===== config.mk =====
export PLATFORM = sky130hd
export DESIGN_NAME = multicycle_main_fsm
export DESIGN_NICKNAME = d
export VERILOG_FILES = /design/src/rtl/mips_ctrl_pkg.sv /design/src/rtl/main_fsm_outdec.sv /design/src/rtl/multicycle_main_fsm.sv
export SDC_FILE = /design/constraint.sdc
export NUM_CORES = 1
export LEC_CHECK = 0
export ABC_AREA = 1
export CAP_MARGIN = 15
export CORE_AREA = 2 2 39 41
export DETAILED_ROUTE_END_ITERATION = 10
export DIE_AREA = 0 0 41 43
export DONT_BUFFER_PORTS = 1
export PLACE_DENSITY = 0.53
export SLEW_MARGIN = 20
export SYNTH_ARGS = -nofsm -noshare
export SYNTH_HDL_FRONTEND = slang
export SYNTH_SLANG_ARGS = --single-unit

===== constraint.sdc =====
create_clock -name clk -period 2.3 [get_ports clk]
set_input_delay 0.23 -clock clk [delete_from_list [all_inputs] [get_ports clk]]
set_output_delay 0.23 -clock clk [all_outputs]
set_load 0.05 [all_outputs]

===== src/rtl/mips_ctrl_pkg.sv =====
// Shared encodings for the multicycle MIPS control path: states, opcodes,
// datapath select codes and the Moore control word.
package mips_ctrl_pkg;

    localparam int OP_W = 6;

    typedef logic [3:0] state_t;

    localparam state_t S_FETCH   = 4'd0;
    localparam state_t S_DECODE  = 4'd1;
    localparam state_t S_MEMADR  = 4'd2;
    localparam state_t S_MEMRD   = 4'd3;
    localparam state_t S_MEMWB   = 4'd4;
    localparam state_t S_MEMWR   = 4'd5;
    localparam state_t S_EXECUTE = 4'd6;
    localparam state_t S_ALUWB   = 4'd7;
    localparam state_t S_BRANCH  = 4'd8;
    localparam state_t S_ADDIEX  = 4'd9;
    localparam state_t S_ADDIWB  = 4'd10;
    localparam state_t S_JUMP    = 4'd11;

    localparam logic [OP_W-1:0] OP_RTYPE = 6'b000000;
    localparam logic [OP_W-1:0] OP_LW    = 6'b100011;
    localparam logic [OP_W-1:0] OP_SW    = 6'b101011;
    localparam logic [OP_W-1:0] OP_BEQ   = 6'b000100;
    localparam logic [OP_W-1:0] OP_ADDI  = 6'b001000;
    localparam logic [OP_W-1:0] OP_J     = 6'b000010;

    localparam logic [1:0] ALUOP_ADD   = 2'b00;
    localparam logic [1:0] ALUOP_SUB   = 2'b01;
    localparam logic [1:0] ALUOP_FUNCT = 2'b10;

    localparam logic [1:0] SRCB_REG    = 2'b00;
    localparam logic [1:0] SRCB_FOUR   = 2'b01;
    localparam logic [1:0] SRCB_IMM    = 2'b10;
    localparam logic [1:0] SRCB_IMM_SH = 2'b11;

    localparam logic [1:0] PCSRC_ALU    = 2'b00;
    localparam logic [1:0] PCSRC_ALUOUT = 2'b01;
    localparam logic [1:0] PCSRC_JUMP   = 2'b10;

    // pc_write_rdy / ir_write only take effect once memory reports ready
    typedef struct packed {
        logic [1:0] alu_op;
        logic       alu_src_a;
        logic [1:0] alu_src_b;
        logic [1:0] pc_src;
        logic       iord;
        logic       mem_read;
        logic       mem_write;
        logic       ir_write;
        logic       reg_dst;
        logic       mem_to_reg;
        logic       reg_write;
        logic       pc_write;
        logic       pc_write_rdy;
        logic       branch;
    } ctrl_t;

endpackage


===== src/rtl/main_fsm_outdec.sv =====
// Combinational state to control-word decode; unknown encodings give all zeros.
module main_fsm_outdec
    import mips_ctrl_pkg::*;
(
    input  state_t state,
    output ctrl_t  ctrl
);

    always_comb begin
        ctrl = '0;
        case (state)
            S_FETCH: begin
                ctrl.mem_read     = 1'b1;
                ctrl.alu_src_b    = SRCB_FOUR;
                ctrl.ir_write     = 1'b1;
                ctrl.pc_write_rdy = 1'b1;
            end
            S_DECODE: ctrl.alu_src_b = SRCB_IMM_SH;
            S_MEMADR, S_ADDIEX: begin
                ctrl.alu_src_a = 1'b1;
                ctrl.alu_src_b = SRCB_IMM;
            end
            S_MEMRD: begin
                ctrl.mem_read = 1'b1;
                ctrl.iord     = 1'b1;
            end
            S_MEMWB: begin
                ctrl.mem_to_reg = 1'b1;
                ctrl.reg_write  = 1'b1;
            end
            S_MEMWR: begin
                ctrl.mem_write = 1'b1;
                ctrl.iord      = 1'b1;
            end
            S_EXECUTE: begin
                ctrl.alu_src_a = 1'b1;
                ctrl.alu_op    = ALUOP_FUNCT;
            end
            S_ALUWB: begin
                ctrl.reg_dst   = 1'b1;
                ctrl.reg_write = 1'b1;
            end
            S_BRANCH: begin
                ctrl.alu_src_a = 1'b1;
                ctrl.alu_op    = ALUOP_SUB;
                ctrl.pc_src    = PCSRC_ALUOUT;
                ctrl.branch    = 1'b1;
            end
            S_ADDIWB: ctrl.reg_write = 1'b1;
            S_JUMP: begin
                ctrl.pc_src   = PCSRC_JUMP;
                ctrl.pc_write = 1'b1;
            end
            default: ctrl = '0;
        endcase
    end

endmodule


===== src/rtl/multicycle_main_fsm.sv =====
// Multicycle MIPS main controller: state register, next-state logic and the
// MemReady/Zero gating applied on top of the Moore control word.
module multicycle_main_fsm
    import mips_ctrl_pkg::*;
#(
    parameter int OP_W = 6
) (
    input  logic            clk,
    input  logic            reset,
    input  logic [OP_W-1:0] Op,
    input  logic            Zero,
    input  logic            MemReady,
    output logic [1:0]      ALUOp,
    output logic            ALUSrcA,
    output logic [1:0]      ALUSrcB,
    output logic [1:0]      PCSrc,
    output logic            IorD,
    output logic            MemRead,
    output logic            MemWrite,
    output logic            IRWrite,
    output logic            RegDst,
    output logic            MemtoReg,
    output logic            RegWrite,
    output logic            PCEn,
    output logic            IllegalOp
);

    state_t state;
    state_t state_next;
    ctrl_t  ctrl;
    logic   illegal;

    main_fsm_outdec u_outdec (
        .state (state),
        .ctrl  (ctrl)
    );

    always_comb begin
        state_next = S_FETCH;
        illegal    = 1'b0;
        case (state)
            S_FETCH:   state_next = MemReady ? S_DECODE : S_FETCH;
            S_DECODE: begin
                case (Op)
                    OP_LW, OP_SW: state_next = S_MEMADR;
                    OP_RTYPE:     state_next = S_EXECUTE;
                    OP_BEQ:       state_next = S_BRANCH;
                    OP_ADDI:      state_next = S_ADDIEX;
                    OP_J:         state_next = S_JUMP;
                    default: begin
                        illegal    = 1'b1;
                        state_next = S_FETCH;
                    end
                endcase
            end
            // Op is held by the instruction register, so it still selects lw/sw here
            S_MEMADR:  state_next = (Op == OP_SW) ? S_MEMWR : S_MEMRD;
            S_MEMRD:   state_next = MemReady ? S_MEMWB : S_MEMRD;
            S_MEMWR:   state_next = MemReady ? S_FETCH : S_MEMWR;
            S_EXECUTE: state_next = S_ALUWB;
            S_ADDIEX:  state_next = S_ADDIWB;
            default:   state_next = S_FETCH;
        endcase
    end

    always_ff @(posedge clk) begin
        if (reset) begin
            state <= S_FETCH;
        end else begin
            state <= state_next;
        end
    end

    assign ALUOp    = ctrl.alu_op;
    assign ALUSrcA  = ctrl.alu_src_a;
    assign ALUSrcB  = ctrl.alu_src_b;
    assign PCSrc    = ctrl.pc_src;
    assign IorD     = ctrl.iord;
    assign RegDst   = ctrl.reg_dst;
    assign MemtoReg = ctrl.mem_to_reg;

    // Reset kills every enable so an abandoned instruction writes nothing
    assign MemRead   = ~reset & ctrl.mem_read;
    assign MemWrite  = ~reset & ctrl.mem_write;
    assign IRWrite   = ~reset & ctrl.ir_write & MemReady;
    assign RegWrite  = ~reset & ctrl.reg_write;
    assign PCEn      = ~reset & (ctrl.pc_write | (ctrl.pc_write_rdy & MemReady)
                                 | (ctrl.branch & Zero));
    assign IllegalOp = ~reset & illegal;

endmodule


==> impl.org <==
** Status
- Outcome :: completed

** GRT
- Number of global-route vias before repair :: 579
- Total track usage :: 16.9%
- Entering global routing, the biggest net connects 9 pins.
- The first global-routing pass estimated 2080 µm of wire.
- Global routing finished with a remaining overflow of 0.
- Number of antenna violations at the first check in global routing :: 0

** Finish
- The number of antenna diodes in the final layout is 0.
- Registers with the most flip-flops :: state x4
- Leaving out fill and tap cells, the most frequent cell in the layout is sky130_fd_sc_hd__nor2_1.
- The register with the most flip-flops in the final layout is state.
- Final-layout fill cell count :: 162
- Post-layout net count :: 133
- Measured on the finished design, the core utilization comes to 48.9%.
- Of the cells placed in the final design, the portion with a size suffix greater than 1 is 22.3%.
- Layout area overhead :: 25.8%
- The library cells used most frequently in the layout, excluding fill and tap cells, are 26 x sky130_fd_sc_hd__nor2_1, 24 x sky130_fd_sc_hd__nand2_1, 18 x sky130_fd_sc_hd__inv_1.
- Final std cells w/o fill :: 137
- Number of flip-flops in the largest register :: 4

** Clock tree
- The clock reaches the later pin of the worst-skew pair after 0.23 ns.
- Cts-stage hold buffer count :: 0
- In this run, post-CTS repair resized a total of 0 instances.
- CTS root buf :: sky130_fd_sc_hd__clkbuf_4
- The tree built by TritonCTS fans out to 4 sinks.
- Clock-pin slew was measured on the worst setup and hold paths at 0.04 ns.
- CTS tree :: yes
- H-tree lvl count :: 1
- Num CTS Buffers :: 3
- The longest clock path from root to sink contains 2 buffers.
- Number of setup buffers added after CTS :: 0

** Logic synthesis
- After Yosys synthesis, XOR and XNOR cells account for 0% of the synthesized area.
- Synth cell types :: 17
- Gate Count Post-Synth :: 107
- Sequential share of the synthesized area :: 14.9%
- After synthesis, the largest family of logic cells by area is simple AND/OR/NAND/NOR gates.
- Synth Area per Inst :: 5.03 µm²
- Synthesis produced a netlist with a net count of 117.
- Share of the synthesized area in compound gates (AO/OA/AOI/OAI) :: 8.37%
- During synthesis, Yosys emitted a total of 0 warnings.
- The mapped netlist covers 538 µm².
- In this run, synthesis produced a sequential element count of 4.
- Adder-cell share of the synthesized area :: 0%
- Post-synthesis simple-gate area fraction :: 61.4%
- Multiplexer cells account for 0% of the synthesized area.

** Worst setup path
- Along the worst path, the maximum fanout reaches 8.
- For this run, the slowest stage of the critical path takes 0.37 ns.
- For this design, the slowest cell found on the critical path is sky130_fd_sc_hd__dfxtp_1.
- The critical path is of the register to output pin type.
- Data on the critical path arrives at its endpoint at 1.48 ns.
- End of the worst register-to-register path :: state[0]
- R2r setup slk :: 0.90 ns
- Walking the worst path, the cells encountered are nor2_4 -> inv_2 -> nor2_2 -> nand4_1 -> nor2_1 -> buf_4.
- Data on the critical path is required at its endpoint by 2.07 ns.
- The startpoint identified for the worst register-to-register timing path is state[3].
- Depth of the most critical reg-to-reg path :: 9
- STA classifies the critical path endpoint as an output pin.
- Critical Path Start Type :: register

** Power and ir drop
- The worst-case IR drop observed on VDD is 0.234 mV.
- In this run the static leakage power is 0.386 nW.
- Power comes to 0.231 mW.
- Power density over the cells :: 341 nW/µm²

** Die
- # rows :: 14
- For this design the top-level I/O count stands at 26.
- Initial Utilization :: 38.9%
- Die Span X :: 41 µm
- Die Area :: 1760 µm²
- The die is 43 µm tall.
- The core region is 1380 µm².

** STA
- Post-layout minimum cycle time :: 1.71 ns
- Final count of negative-setup-slack endpoints :: 0
- Worst Tran Pin Value :: 0.418 ns
- Timing would allow up to 0.586 GHz.
- Final worst-path cycle share :: 74.2%
- Worst hold slack :: 0.0738 ns
- Final number of max-transition violations :: 0
- For the final routed database, the setup TNS stands at 0 ns.
- Setup repair after global routing missed its margin :: false
- Slew margin rel. :: 72.1%
- Skew final :: 0.00121 ns
- Hold violation total from the final report :: 0

** Detailed routing
- Vias after detailed routing :: 670
- Dividing the detail-routed wire length by the instance count gives 9.78 µm.
- Post-DRT Antenna Nets :: 0
- The routed design has 1340 µm of wire.
- Before antenna repair, the detailed router went through 4 iterations.
- After detailed routing, the number of vias per cell comes to 4.89.
- Residual DRC count :: 0
- DRC violation total after the first TritonRoute iteration :: 18

** Place
- Once placement completed, the tool counted placed cells totaling 134.
- GPL Wtd Cong :: 0.911
- DP Wirelength :: 1150 µm
- The count of buffers added on input and output ports is 0.

** Worst hold path
- The path with the worst hold slack has its endpoint at state[1].
- The startpoint identified for the worst hold timing path is reset.
- Counting instances, the worst hold path has a depth of 1.
- Tightest Hold Check Type :: input pin to register

** Run
- Count of max-cap constraint violations :: 0
==> synthesized netlist by cell type <==
| cell | n | area share, % |
|---|---|---|
| sky130_fd_sc_hd__a211oi_1 | 1 | 1.4 |
| sky130_fd_sc_hd__a21oi_1 | 2 | 1.9 |
| sky130_fd_sc_hd__a31oi_1 | 1 | 1.2 |
| sky130_fd_sc_hd__buf_4 | 1 | 1.4 |
| sky130_fd_sc_hd__dfxtp_1 | 4 | 15 |
| sky130_fd_sc_hd__inv_1 | 18 | 13 |
| sky130_fd_sc_hd__inv_2 | 2 | 1.4 |
| sky130_fd_sc_hd__nand2_1 | 24 | 17 |
| sky130_fd_sc_hd__nand2_2 | 3 | 3.5 |
| sky130_fd_sc_hd__nand2b_1 | 1 | 1.2 |
| sky130_fd_sc_hd__nand3_1 | 12 | 11 |
| sky130_fd_sc_hd__nand4_1 | 3 | 3.5 |
| sky130_fd_sc_hd__nor2_1 | 27 | 19 |
| sky130_fd_sc_hd__nor2_2 | 2 | 2.3 |
| sky130_fd_sc_hd__nor2_4 | 2 | 4.2 |
| sky130_fd_sc_hd__o21ai_0 | 3 | 2.8 |
| sky130_fd_sc_hd__o22ai_1 | 1 | 1.2 |
==> critical path: cells and delay by family (launching register included) <==
kind                   cells  cell delay, ns
and+or+nand+nor            4            0.59
DFF                        1            0.37
buffers and inverters      2            0.28
==> power breakdown <==
part / total [mW] / internal [mW] / switching, mW
registers: 0.0746 / 0.0715 / 0.00304
clock network: 0.0840 / 0.0582 / 0.0259
logic: 0.0721 / 0.0215 / 0.0507
==> layout make-up <==
type                    count  area, µm²  area share, %
clock buffers               3       22.5           3.33
multi-input cells          82        389           57.5
repair buffers             12       90.1           13.3
inverters                  20       75.1           11.1
flip-flops and latches      4       80.1           11.8
well taps                  16       20.0           2.96
==> layer usage <==
layer	GRT usage [%]	up-vias	share of wire [%]
met1	23.5	294	46
met3	3.14	0	4.3
li1	-	362	-
met4	10.0	0	0
met5	0	-	0
met2	23.1	14	49
==> worst max path at each step <==
stage / start / cells past startpoint / slack (ns) / endpoint
finish: state[2] / 6 / 0.59 / IllegalOp
global route: state[2] / 6 / 0.45 / IllegalOp
CTS: state[2] / 6 / 0.59 / IllegalOp
detailed placement: state[2] / 6 / 0.85 / IllegalOp
global placement: state[2] / 6 / 0.85 / IllegalOp
floorplan: state[0] / 5 / 0.09 / PCEn
==> kinds of logic (layout without fill, tap and decap cells) <==
| group | Yosys count | in the layout |
|---|---|---|
| buf+inv | 21 | 35 |
| compound gates | 8 | 8 |
| simple gates | 74 | 74 |
| flops | 4 | 4 |
==> through the flow <==
step                instance area, µm²  setup WS [ns]
floorplan                          544         0.0927
global placement                   654          0.849
CTS                                677          0.586
detailed placement                 654          0.848
global route                       677          0.451
finish                             677          0.594
Power figures use the tool's default switching activity.
